$ cat src/rtl/sram_1r1w_ctrl.sv
// sram_1r1w_ctrl: front-end controller for a 1-read/1-write synchronous SRAM macro wrapper.
//
// After reset or a clear pulse the controller sweeps every entry to INIT_VALUE, one entry per
// cycle. It then forwards client reads and writes straight to the macro. When a read and a write
// hit the same address in the same cycle, the read returns the new write data. read_data holds
// its last value between reads.
//
// Optional feature macro: SRAM_CTRL_PARITY_EN
//   When defined, every stored word carries an even-parity bit in its MSB, including init
//   writes. A non-bypassed read whose word fails the check pulses parity_error for that cycle.
//   The data is still returned. When the macro is undefined, parity_error is tied low.
//
// Ports
//   clk, reset_n             clock (rising edge), asynchronous active-low reset
//   clear                    1-cycle pulse that restarts the init sweep
//   init_done                high once the sweep has finished and the client ports are live
//   read_en/addr, read_data  client read port; data is valid one cycle after read_en
//   write_en/addr/data       client write port
//   mem_read_*               to/from the macro read port (synchronous read, 1-cycle latency)
//   mem_write_*              to the macro write port
//   parity_error             1-cycle pulse on a parity mismatch (parity build only)

module sram_1r1w_ctrl #(
  parameter int unsigned DATA_WIDTH = 32,
  parameter int unsigned SIZE       = 64,
  parameter int unsigned ADDR_WIDTH = $clog2(SIZE),
  parameter logic [DATA_WIDTH-1:0] INIT_VALUE = '0,
`ifdef SRAM_CTRL_PARITY_EN
  localparam int unsigned MemWidth = DATA_WIDTH + 1
`else
  localparam int unsigned MemWidth = DATA_WIDTH
`endif
) (
  input  logic                  clk,
  input  logic                  reset_n,
  input  logic                  clear,
  output logic                  init_done,

  input  logic                  read_en,
  input  logic [ADDR_WIDTH-1:0] read_addr,
  output logic [DATA_WIDTH-1:0] read_data,

  input  logic                  write_en,
  input  logic [ADDR_WIDTH-1:0] write_addr,
  input  logic [DATA_WIDTH-1:0] write_data,

  output logic                  mem_read_en,
  output logic [ADDR_WIDTH-1:0] mem_read_addr,
  input  logic [MemWidth-1:0]   mem_read_data,

  output logic                  mem_write_en,
  output logic [ADDR_WIDTH-1:0] mem_write_addr,
  output logic [MemWidth-1:0]   mem_write_data,

  output logic                  parity_error
);

  localparam logic [ADDR_WIDTH-1:0] LastAddr = ADDR_WIDTH'(SIZE - 1);

  typedef enum logic [0:0] {StInit, StRun} state_e;

  state_e                state_q;
  logic [ADDR_WIDTH-1:0] init_cnt_q;
  logic                  init_done_q;

  logic                  rd_valid_q;
  logic                  bypass_q;
  logic [DATA_WIDTH-1:0] byp_data_q;
  logic [DATA_WIDTH-1:0] hold_q;

  logic                  run;
  logic                  same_addr;

  // Attach the stored-word check bit (if any) to a data word.
  function automatic logic [MemWidth-1:0] encode(input logic [DATA_WIDTH-1:0] d);
`ifdef SRAM_CTRL_PARITY_EN
    return {^d, d};
`else
    return d;
`endif
  endfunction

  assign run       = (state_q == StRun);
  assign same_addr = (read_addr == write_addr);
  assign init_done = init_done_q;

  // --------------------------------------------------------------------------------------------
  // Init / run FSM. init_done is registered alongside the state so it rises on the same edge
  // the sweep's last write completes.
  // --------------------------------------------------------------------------------------------
  always_ff @(posedge clk or negedge reset_n) begin
    if (!reset_n) begin
      state_q     <= StInit;
      init_cnt_q  <= '0;
      init_done_q <= 1'b0;
    end else if (clear) begin
      state_q     <= StInit;
      init_cnt_q  <= '0;
      init_done_q <= 1'b0;
    end else begin
      unique case (state_q)
        StInit: begin
          if (init_cnt_q == LastAddr) begin
            // Counter parks at the last entry; it is zeroed again on the next clear/reset.
            state_q     <= StRun;
            init_done_q <= 1'b1;
          end else begin
            init_cnt_q <= init_cnt_q + 1'b1;
          end
        end
        StRun: begin
          init_done_q <= 1'b1;
        end
        default: begin
          state_q     <= StInit;
          init_cnt_q  <= '0;
          init_done_q <= 1'b0;
        end
      endcase
    end
  end

  // --------------------------------------------------------------------------------------------
  // Macro port steering: the sweep owns the write port during init, and client reads are
  // blocked from reaching the macro.
  // --------------------------------------------------------------------------------------------
  always_comb begin
    mem_write_en   = 1'b1;
    mem_write_addr = init_cnt_q;
    mem_write_data = encode(INIT_VALUE);
    mem_read_en    = 1'b0;
    mem_read_addr  = read_addr;
    if (run) begin
      mem_write_en   = write_en;
      mem_write_addr = write_addr;
      mem_write_data = encode(write_data);
      mem_read_en    = read_en;
    end
  end

  // --------------------------------------------------------------------------------------------
  // Read pipeline. A bypass captures the word the read must return instead of the macro output:
  // the same-cycle write data in run, or INIT_VALUE for a read issued before init completes.
  // --------------------------------------------------------------------------------------------
  always_ff @(posedge clk or negedge reset_n) begin
    if (!reset_n) begin
      rd_valid_q <= 1'b0;
      bypass_q   <= 1'b0;
      byp_data_q <= '0;
      hold_q     <= '0;
    end else begin
      rd_valid_q <= read_en;
      bypass_q   <= read_en & (~run | (write_en & same_addr));
      if (read_en) begin
        byp_data_q <= run ? write_data : INIT_VALUE;
      end
      hold_q <= read_data;
    end
  end

  always_comb begin
    read_data = hold_q;
    if (rd_valid_q) begin
      read_data = bypass_q ? byp_data_q : mem_read_data[DATA_WIDTH-1:0];
    end
  end

`ifdef SRAM_CTRL_PARITY_EN
  // Even parity over data plus check bit; only meaningful when the macro supplied the data.
  assign parity_error = rd_valid_q & ~bypass_q & (^mem_read_data);
`else
  assign parity_error = 1'b0;
`endif

endmodule

$ cat config.mk
export PLATFORM = sky130hd
export DESIGN_NAME = sram_1r1w_ctrl
export DESIGN_NICKNAME = d
export VERILOG_FILES = /design/src/rtl/sram_1r1w_ctrl.sv
export SDC_FILE = /design/constraint.sdc
export NUM_CORES = 1
export LEC_CHECK = 0
export ABC_AREA = 0
export ABC_CLOCK_PERIOD_IN_PS = 3210
export CAP_MARGIN = 20
export CORE_ASPECT_RATIO = 1.75
export CORE_MARGIN = 2
export CORE_UTILIZATION = 40
export CTS_CLUSTER_SIZE = 30
export DETAILED_ROUTE_END_ITERATION = 10
export GPL_ROUTABILITY_DRIVEN = 1
export GPL_TIMING_DRIVEN = 0
export HOLD_SLACK_MARGIN = 0.05
export PLACE_DENSITY_LB_ADDON = 0.15
export SYNTH_ARGS = -nofsm -noshare
export SYNTH_HDL_FRONTEND = slang
export SYNTH_SLANG_ARGS = --single-unit
$ cat constraint.sdc
create_clock -name clk -period 3.21 [get_ports clk]
set_clock_uncertainty 0.15 [all_clocks]
set_input_delay 0.642 -clock clk [delete_from_list [all_inputs] [get_ports clk]]
set_output_delay 0.642 -clock clk [all_outputs]
set_load 0.02 [all_outputs]
After elaboration in Yosys (flattened, before gate mapping) --
Cells that the tools add are included.
Word-level totals: output and inout bits 80, bits in registers 74, input bits 81
Operators by class: reduce and logical (&&, ||, !) cells 1, bitwise gates (word level) 4, add/sub/neg operators 1, muxes and demuxes 15, equal/unequal tests 5
Operator list (count):
- $mux 32 | 3
- $mux 6 | 4
- $mux 1 | 7
- $add 6x1->6 const B | 1
- $eq 6x6->1 | 1
- $eq 6x6->1 const B | 1
- $ne 2x2->1 const B | 2
- $ne 3x3->1 const B | 1
- $and 1x1->1 | 2
- $pmux 1 s2 | 1
- $reduce_and 2->1 | 1
- $not 1->1 | 1
- $or 1x1->1 | 1

Logic depth before layout (Yosys ltp) --
Gate-level depths: netlist of the first run.
depth after elaboration 4, gate-level depth with buffers 5, mapped depth without buffers 4

Least setup slack after synthesis of the first run --
OpenSTA, ideal clock, no wires.
path type input -> output, start input read_en, end output mem_read_en, data arrival time 1.253 ns, cell stages on the path 3, data required time 2.418 ns, slack 1.165 ns, cells stage by stage buf_2 buf_2 and2_1
On the way: longest elaborated chain between the ends 1
Ends and longest elaborated chain:
- start: declaration | RTL line 39 | input logic read_en,
- $mux 1 | RTL line 133 | if (run) begin
- end: declaration | RTL line 47 | output logic mem_read_en,
No other way between the ends.

Final worst setup path of the first run --
Ends and elaborated chain as after synthesis.

==> impl_metrics.tcl, run 1 <==
set metrics [dict create \
    placement_rows 45 \
    ys_types 31 \
    path_class "in -> out" \
    vias 2871 \
    cts_tree "yes" \
    netlist_area_mm2 0.00354 \
    numCtsBuffers 9 \
    cp_common_cell "clkdlybuf4s50_1" \
    grt_usage_pct 19.6 \
    die_w_um 75.1 \
    setup_slack_ns 0.102 \
    yosys_register_bits 74 \
    via_per_inst 4.76 \
    synth_area_leader_cell "dfrtp_1" \
    dieArea_mm2 0.00964 \
    layout.cells.non_filler 603 \
    seqCellArea_mm2 0.00185 \
    placed_cells 586 \
    gp_congestion 0.800 \
    synth.avg_cell_area_um2 11.4 \
    irDropWorstVdd_mv 0.301 \
    synthesis.nets 392 \
    n_antenna_cell 0 \
    cts_htree_levels 3 \
    multiInputGateArea_mm2 0.00151 \
    crit_fanout 10 \
    tightest_slew_ns 0.517 \
    hp-class "reg -> reg" \
    dp_hpwl_mm 6.76 \
    drive_above_1_share_pct 15.8 \
    drt-wirelength-per-cell_um 15.0 \
    timing.fmax_mhz 322 \
    post_cts_buffers 0 \
    clockRootBuffer "clkbuf_16" \
    die_y_um 128 \
    worstPathArrival_ns 2.32 \
    synthCells 310 \
    drtAntennaViolNets 0 \
    syn_to_final_growth_pct 57.4 \
    crit_chain "clkdlybuf4s50_1, buf_2, clkbuf_4, and2_1, clkdlybuf4s50_1" \
    initial_core_util_pct 41.0 \
    crit_path_top_delay_cell "clkdlybuf4s50_1" \
    maxCapViolCount 0 \
    finalSetupViolations 0 \
    wl_mm 9.04 \
    seq_area_frac_synth_pct 52.4 \
    fp.coreArea_mm2 0.00861 \
    finalPower_mw 2.30 \
    final_util_pct 64.6 \
    grt_max_degree 73 \
    post-route-period-util_pct 96.8 \
    status "completed" \
    ys_warn_count 0 \
    antenna_found_initial 0 \
    leakagePower_nw 2.55 \
    start_kind "primary input" \
    drc 0 \
    end_kind "output pin" \
    max_stage_delay_ns 0.60 \
    ys_top_cells_by_area "dfrtp_1 (52%), mux2_2 (12%), mux2i_1 (9.3%)" \
    rsz0062_at_grt "false" \
    drt_iter0_drc 92 \
    clkTransAtPathRegs_ns 0.05 \
    io_buffers 158 \
    grt_overflow 0 \
    first_pass_iters 4 \
    grt_pass1_wl_mm 14.1 \
    final_max_slew_viol_count 0 \
    place_ws_ns 0.0104 \
    cts.sink_count 74 \
    clk_latency_ns 0.33 \
    hold_viol_final 0 \
    maxSlewHeadroom_pct 65.5 \
    power_density_mw_per_mm2 414 \
    n_fill_cell 717 \
    min_period_ns 3.11 \
    grt_pass1_vias 2958 \
    crit_required_ns 2.42 \
    cts_max_path_buffers 2 \
    final_nets 563 \
    io_pins 161 \
    yosysTopAreaCellShare_pct 52.4 \
]
-- worst max-delay path, delay by kind of cell --
family	cells	cell delay (ns)
buffers and inverters	4	1.53
AND/OR/NAND/NOR	1	0.14
-- cells in the mapped netlist --
cell,n
nand2b_1,1
a21oi_4,1
dfrtp_1,74
a211oi_1,1
a22o_1,1
o21ai_0,2
clkbuf_1,6
nand4b_1,1
xor2_1,6
nor4_1,1
mux2i_1,33
and2_1,33
inv_1,4
and4_4,1
nand2_1,5
nor2_1,34
o41ai_1,1
nor4bb_1,1
conb_1,1
buf_2,11
ha_1,1
mux2_4,1
a21oi_1,35
nand4b_4,1
buf_4,10
or2_0,1
buf_1,1
nor2b_1,1
o311ai_1,1
nor3_1,3
mux2_2,37
-- power by group --
group / internal (mW) / leakage (nW) / switching [mW] / total (mW)
registers: 0.977 / 0.960 / 0.0168 / 0.993
clock network: 0.540 / 0.133 / 0.349 / 0.889
logic: 0.225 / 1.45 / 0.196 / 0.420
total: 1.74 / 2.55 / 0.561 / 2.30
-- registers in the layout, indices dropped and copies added (netlist names) --
| register | cells |
|---|---|
| run | 1 |
| bypass_q | 1 |
| init_cnt_q | 6 |
| rd_valid_q | 1 |
| byp_data_q | 32 |
| init_done | 1 |
| hold_q | 32 |
-- worst paths after layout --
path | startpoint | end | slack [ns] | depth (start not counted)
setup / recovery | read_en | mem_read_en | 0.10 | 5
hold / removal | byp_data_q[4]$_DFFE_PN0P_ | byp_data_q[4]$_DFFE_PN0P_ | 0.35 | 1
setup reg to reg | init_cnt_q[0]$_DFFE_PN0P_ | init_cnt_q[0]$_DFFE_PN0P_ | 1.48 | 4
hold reg to reg | byp_data_q[4]$_DFFE_PN0P_ | byp_data_q[4]$_DFFE_PN0P_ | 0.35 | 1
max in group asynchronous | reset_n | rd_valid_q$_DFF_PN0_ | 1.87 | 3
min in group asynchronous | reset_n | init_done$_DFFE_PN0P_ | 0.50 | 2
-- per-layer routing --
layer	track usage [%]	part of all wire (%)	wire, um
met1	22.7	38	3430
met2	34.2	55	5000
met3	4.31	5.3	479
met4	7.77	1.5	136
met5	0	0	0
-- cell families after synthesis --
kind of cell	synth area share, %
DFF	52.4
xor gates and xnor gates	1.49
buffers and inverters	4.85
adders and majority gates	0.354
AOI/OAI and AO/OA	6.65
other	0.106
and+or+nand+nor	12.6
muxes	21.5
-- what timing repair did --
| item | 4_1_cts | 5_1_grt |
|---|---|---|
| hold endpoints to repair | 2 | 0 |
| hold buffers | 1 | 0 |
| gates resized for setup | 0 | 1 |
| setup endpoints to repair | 0 | 1 |
-- area by class of cell --
class / count / area share, %
multi-input cells: 204 / 27.2
clock inverters: 3 / 0.270
repair buffers: 160 / 29.0
inverters: 4 / 0.270
well taps: 117 / 2.63
flip-flops and latches: 74 / 33.3
clock buffers: 13 / 4.50
plain buffers: 28 / 2.85
-- metrics by stage --
stage	area [um2]	TNS [ns]	hold WS, ns
2_1_floorplan	3540	0	0.196
3_3_place_gp	5260	-87.20	0.340
5_1_grt	5570	0	0.365
6_report	5570	0	0.353
3_5_place_dp	5290	0	0.300
4_1_cts	5560	0	0.357
-- placed cells by master, fill, tap and decap left out, drive strengths merged, types with 2 or more instances in the layout --
master         netlist  layout
dfrtp               74      74
xor2                 6       6
buf                 22      23
clkbuf               6      20
a21oi               36      36
and2                33      33
mux2                38      38
clkinv               0       3
o21ai                2       2
mux2i               33      33
inv                  4       4
clkdlybuf4s50        0     157
nor3                 3       3
nor2                34      34
nand4b               2       2
nand2                5       5
(Power assumes the default switching activity.)
==> run 2, diff against run 1 <==
CELL_PAD_IN_SITES_DETAIL_PLACEMENT = 0   (was default)
CELL_PAD_IN_SITES_GLOBAL_PLACEMENT = 1   (was default)
CORE_UTILIZATION = 34   (was 40)
==> impl_metrics.tcl, run 2 (same netlist as run 1, synthesis figures left out) <==
set metrics [dict create \
    fp.coreArea_mm2 0.0102 \
    drt_iter0_drc 114 \
    setup-tns-final_ns 0 \
    irDropWorstVdd_mv 0.286 \
    vias 2898 \
    crit_fanout 10 \
    hp-class "in -> async" \
    cts.sink_count 74 \
    grt_overflow 0 \
    start_kind "primary input" \
    cts_hold_repair.buffers 0 \
    dieArea_mm2 0.0113 \
    timing.fmax_mhz 323 \
    grt_usage_pct 18.1 \
    post_cts_buffers 0 \
    antenna_found_initial 0 \
    clockRootBuffer "clkbuf_16" \
    die_y_um 139 \
    post_cts_resized 1 \
    maxSlewHeadroom_pct 63.7 \
    rsz0062_at_grt "false" \
    final_max_slew_viol_count 0 \
    n_antenna_cell 0 \
    post-route-period-util_pct 96.4 \
    hold_viol_final 0 \
    whs_ns 0.0852 \
    power_density_mw_per_mm2 451 \
    final_nets 562 \
    drt-wirelength-per-cell_um 15.8 \
    via_per_inst 4.74 \
    first_pass_iters 4 \
    min_period_ns 3.09 \
    finalSetupViolations 0 \
    dp_hpwl_mm 7.24 \
    path_class "in -> out" \
    cts_tree "yes" \
    startpoint "read_en" \
    wl_mm 9.64 \
    reg.largest.list "byp_data_q (32), hold_q (32), init_cnt_q (6)" \
    initial_core_util_pct 34.7 \
    grt_pass1_vias 3055 \
    syn_to_final_growth_pct 59.5 \
    tightest_slew_ns 0.545 \
    drive_above_1_share_pct 16.3 \
    io_pins 161 \
    grt_pass1_wl_mm 15.5 \
    gp_congestion 0.767 \
    finalPower_mw 2.54 \
    leakagePower_nw 2.57 \
    rr_startpoint "init_cnt_q[0]$_DFFE_PN0P_" \
    grt_max_degree 47 \
    cts_max_path_buffers 2 \
    final_util_pct 55.4 \
    placed_cells 596 \
    cts_htree_levels 3 \
    placement_rows 49 \
    end_kind "output pin" \
    worstPathArrival_ns 2.30 \
    clk_latency_ns 0.32 \
    clkTransAtPathRegs_ns 0.06 \
    drc 0 \
    die_w_um 81.1 \
    final_common_cell "clkdlybuf4s50_1" \
    numCtsBuffers 9 \
    maxCapViolCount 0 \
    crit_required_ns 2.42 \
    layout.cells.non_filler 612 \
    drtAntennaViolNets 0 \
    io_buffers 158 \
    status "completed" \
    layout.cells.most_common_list "clkdlybuf4s50_1 (157), dfrtp_1 (74), mux2_2 (37)" \
]
-- run 2: changes by cell type in the layout (fill, tap and decap cells not counted), sizes merged --
cell,before,now
buf,23,24
bufinv,0,3
clkbuf,20,17
clkinv,3,1
clkinvlp,0,1
dlygate4sd3,1,0
-- run 2: per-layer routing --
metal | up-vias | part of all wire, % | track usage (%)
met1 | 1383 | 37 | 20.0
met5 | - | 0 | 0
li1 | 1388 | - | -
met2 | 112 | 54 | 32.4
met4 | 0 | 2.2 | 6.96
met3 | 15 | 6.7 | 4.62
-- run 2: path summary, 6_finish.rpt --
kind	endpoint	slack [ns]	depth (start not counted)
min in group clk	byp_data_q[0]$_DFFE_PN0P_	0.35	1
worst min register to register	byp_data_q[0]$_DFFE_PN0P_	0.35	1
worst min-delay path	hold_q[10]$_DFF_PN0_	0.09	1
worst max-delay path	mem_read_en	0.12	5
worst max register to register	init_cnt_q[0]$_DFFE_PN0P_	1.50	4
max in group asynchronous	byp_data_q[22]$_DFFE_PN0P_	2.27	2
-- run 2: final cells by class --
type	instances	area, um2
Inverter	4	15.0
Clock buffer	11	233
Clock inverter	5	103
Buffer	28	160
Multi-Input combinational cell	204	1510
Fill cell	948	4540
Sequential cell	74	1850
Timing Repair Buffer	159	1610
Tap cell	127	159
-- run 2: power breakdown --
| group | switching [mW] | leakage [nW] | internal (mW) |
|---|---|---|---|
| clock network | 0.372 | 0.160 | 0.758 |
| registers | 0.0162 | 0.960 | 0.976 |
| logic | 0.197 | 1.45 | 0.224 |
| total | 0.585 | 2.57 | 1.96 |
-- run 2: critical path: stages --
cell and delay (ns):
clkdlybuf4s50_1 0.47, buf_2 0.22, buf_4 0.23, and2_1 0.14, clkdlybuf4s50_1 0.60
-- run 2: stage by stage --
| stage | setup slack (ns) | area [um2] |
|---|---|---|
| 4_1_cts | 0.0738 | 5640 |
| 3_3_place_gp | -1.26 | 5280 |
| 2_1_floorplan | 1.17 | 3540 |
| 5_1_grt | 0.00765 | 5640 |
| 3_5_place_dp | -0.0150 | 5300 |
| 6_report | 0.116 | 5640 |
==> run 3, diff against run 2 <==
PLACE_DENSITY_LB_ADDON = 0.1   (was 0.15)
SLEW_MARGIN = 20   (was default)
==> impl_metrics.tcl, run 3 (same netlist as run 1, synthesis figures left out) <==
set metrics [dict create \
    leakagePower_nw 2.57 \
    grt_pass1_wl_mm 15.3 \
    worstPathArrival_ns 2.30 \
    hold_viol_final 0 \
    clockRootBuffer "clkbuf_16" \
    io_pins 161 \
    antenna_found_initial 0 \
    min_period_ns 3.09 \
    drt_iter0_drc 92 \
    cts.sink_count 74 \
    maxSlewHeadroom_pct 66.0 \
    reg.largest.list "byp_data_q (32), hold_q (32), init_cnt_q (6)" \
    rsz0062_at_grt "false" \
    die_w_um 81.1 \
    grt-busiest-layer "met2" \
    dpl-instance-area_mm2 0.00530 \
    grt_max_degree 45 \
    cts_tree "yes" \
    start_kind "primary input" \
    crit_path_top_delay_cell "clkdlybuf4s50_1" \
    numCtsBuffers 9 \
    final_nets 562 \
    cts_max_path_buffers 2 \
    crit_chain "clkdlybuf4s50_1, buf_2, buf_4, and2_1, clkdlybuf4s50_1" \
    cp_top_family "buffers and inverters" \
    n_fill_cell 969 \
    critPathBufInv 4 \
    drc 0 \
    post_cts_buffers 0 \
    path_class "in -> out" \
    clkTransAtPathRegs_ns 0.06 \
    final_common_cell "clkdlybuf4s50_1" \
    final_area_mm2 0.00564 \
    placement_rows 49 \
    die_y_um 139 \
    initial_core_util_pct 34.7 \
    drive_above_1_share_pct 16.3 \
    vias 2930 \
    cts_htree_levels 3 \
    layout.cells.most_common_list "clkdlybuf4s50_1 (157), dfrtp_1 (74), mux2_2 (37)" \
    maxCapViolCount 0 \
    cp_common_cell "clkdlybuf4s50_1" \
    gp_congestion 0.734 \
    grt_use_met3_pct 5.34 \
    drt-wirelength-per-cell_um 15.7 \
    final_max_slew_viol_count 0 \
    max_stage_delay_ns 0.60 \
    syn_to_final_growth_pct 59.5 \
    finalSetupViolations 0 \
    drtAntennaViolNets 0 \
    crit_required_ns 2.42 \
    use_met2_pct 31.4 \
    clk_latency_ns 0.33 \
    wl_mm 9.59 \
    via_per_inst 4.79 \
    setup_slack_ns 0.117 \
    grt_usage_pct 17.8 \
    tightest_slew_ns 0.511 \
    timing.fmax_mhz 323 \
    hp-class "in -> async" \
    crit_fanout 10 \
    n_antenna_cell 0 \
    power_density_mw_per_mm2 451 \
    place_ws_ns 0.00402 \
    finalPower_mw 2.55 \
    grt_overflow 0 \
    status "completed" \
    dieArea_mm2 0.0113 \
    grt_pass1_vias 3103 \
    dp_hpwl_mm 7.20 \
    layout.cells.non_filler 612 \
    multiInputGateArea_mm2 0.00151 \
    irDropWorstVdd_mv 0.281 \
    post-route-period-util_pct 96.4 \
    fp.coreArea_mm2 0.0102 \
    r2r_slack_ns 1.49 \
    seqCellArea_mm2 0.00185 \
    io_buffers 158 \
    end_kind "output pin" \
    placed_cells 596 \
    first_pass_iters 4 \
    grt_use_met1_pct 19.5 \
]
[run 3: cell counts in the layout (fill, tap and decap cells not counted)]
Identical to the previous run, type by type.
[run 3: cell type report]
class | count | area share (%)
timing repair buffer | 159 | 28.5
clock inverter | 5 | 1.82
clock buffer | 11 | 4.13
inverter | 4 | 0.266
tap | 127 | 2.82
buffer | 28 | 2.84
multi-input combinational | 204 | 26.8
sequential | 74 | 32.8
[run 3: power breakdown]
| part | switching (mW) | total (mW) | internal (mW) |
|---|---|---|---|
| combinational | 0.196 | 0.420 | 0.224 |
| clock | 0.374 | 1.13 | 0.758 |
| sequential | 0.0167 | 0.993 | 0.976 |
[run 3: metal layers]
metal,up-vias,wire length (um)
met5,-,0
li1,1399,-
met1,1424,3530
met2,96,5290
met4,0,206
met3,11,562
[run 3: stage by stage]
stage	TNS, ns	util, %	hold slack, ns
2_1_floorplan	0	-	0.196
3_3_place_gp	-96.25	51.8	0.339
3_5_place_dp	0	52.1	0.345
4_1_cts	0	55.4	0.107
5_1_grt	0	55.4	0.114
6_report	0	55.4	0.0950
[run 3: worst reg2reg max path, cell delays in order (launching register included)]
cell and delay, ns:
dfrtp_1 0.46, ha_1 0.27, and4_4 0.20, a21oi_4 0.21, mux2_4 0.32
[run 3: what timing repair did]
| action | 4_1_cts | 5_1_grt |
|---|---|---|
| resized for setup | 1 | 2 |
| endpoints found under the hold margin | 0 | 0 |
| hold buffers | 0 | 0 |
| setup endpoints to repair | 1 | 1 |
[run 3: worst paths after layout]
check | from | endpoint | cells past startpoint
worst max-delay path | read_en | mem_read_en | 5
worst min-delay path | reset_n | byp_data_q[7]$_DFFE_PN0P_ | 1
worst max register to register | init_cnt_q[0]$_DFFE_PN0P_ | init_cnt_q[0]$_DFFE_PN0P_ | 4
worst min register to register | byp_data_q[19]$_DFFE_PN0P_ | byp_data_q[19]$_DFFE_PN0P_ | 1
max in group asynchronous | reset_n | hold_q[21]$_DFF_PN0_ | 2
min in group clk | byp_data_q[19]$_DFFE_PN0P_ | byp_data_q[19]$_DFFE_PN0P_ | 1
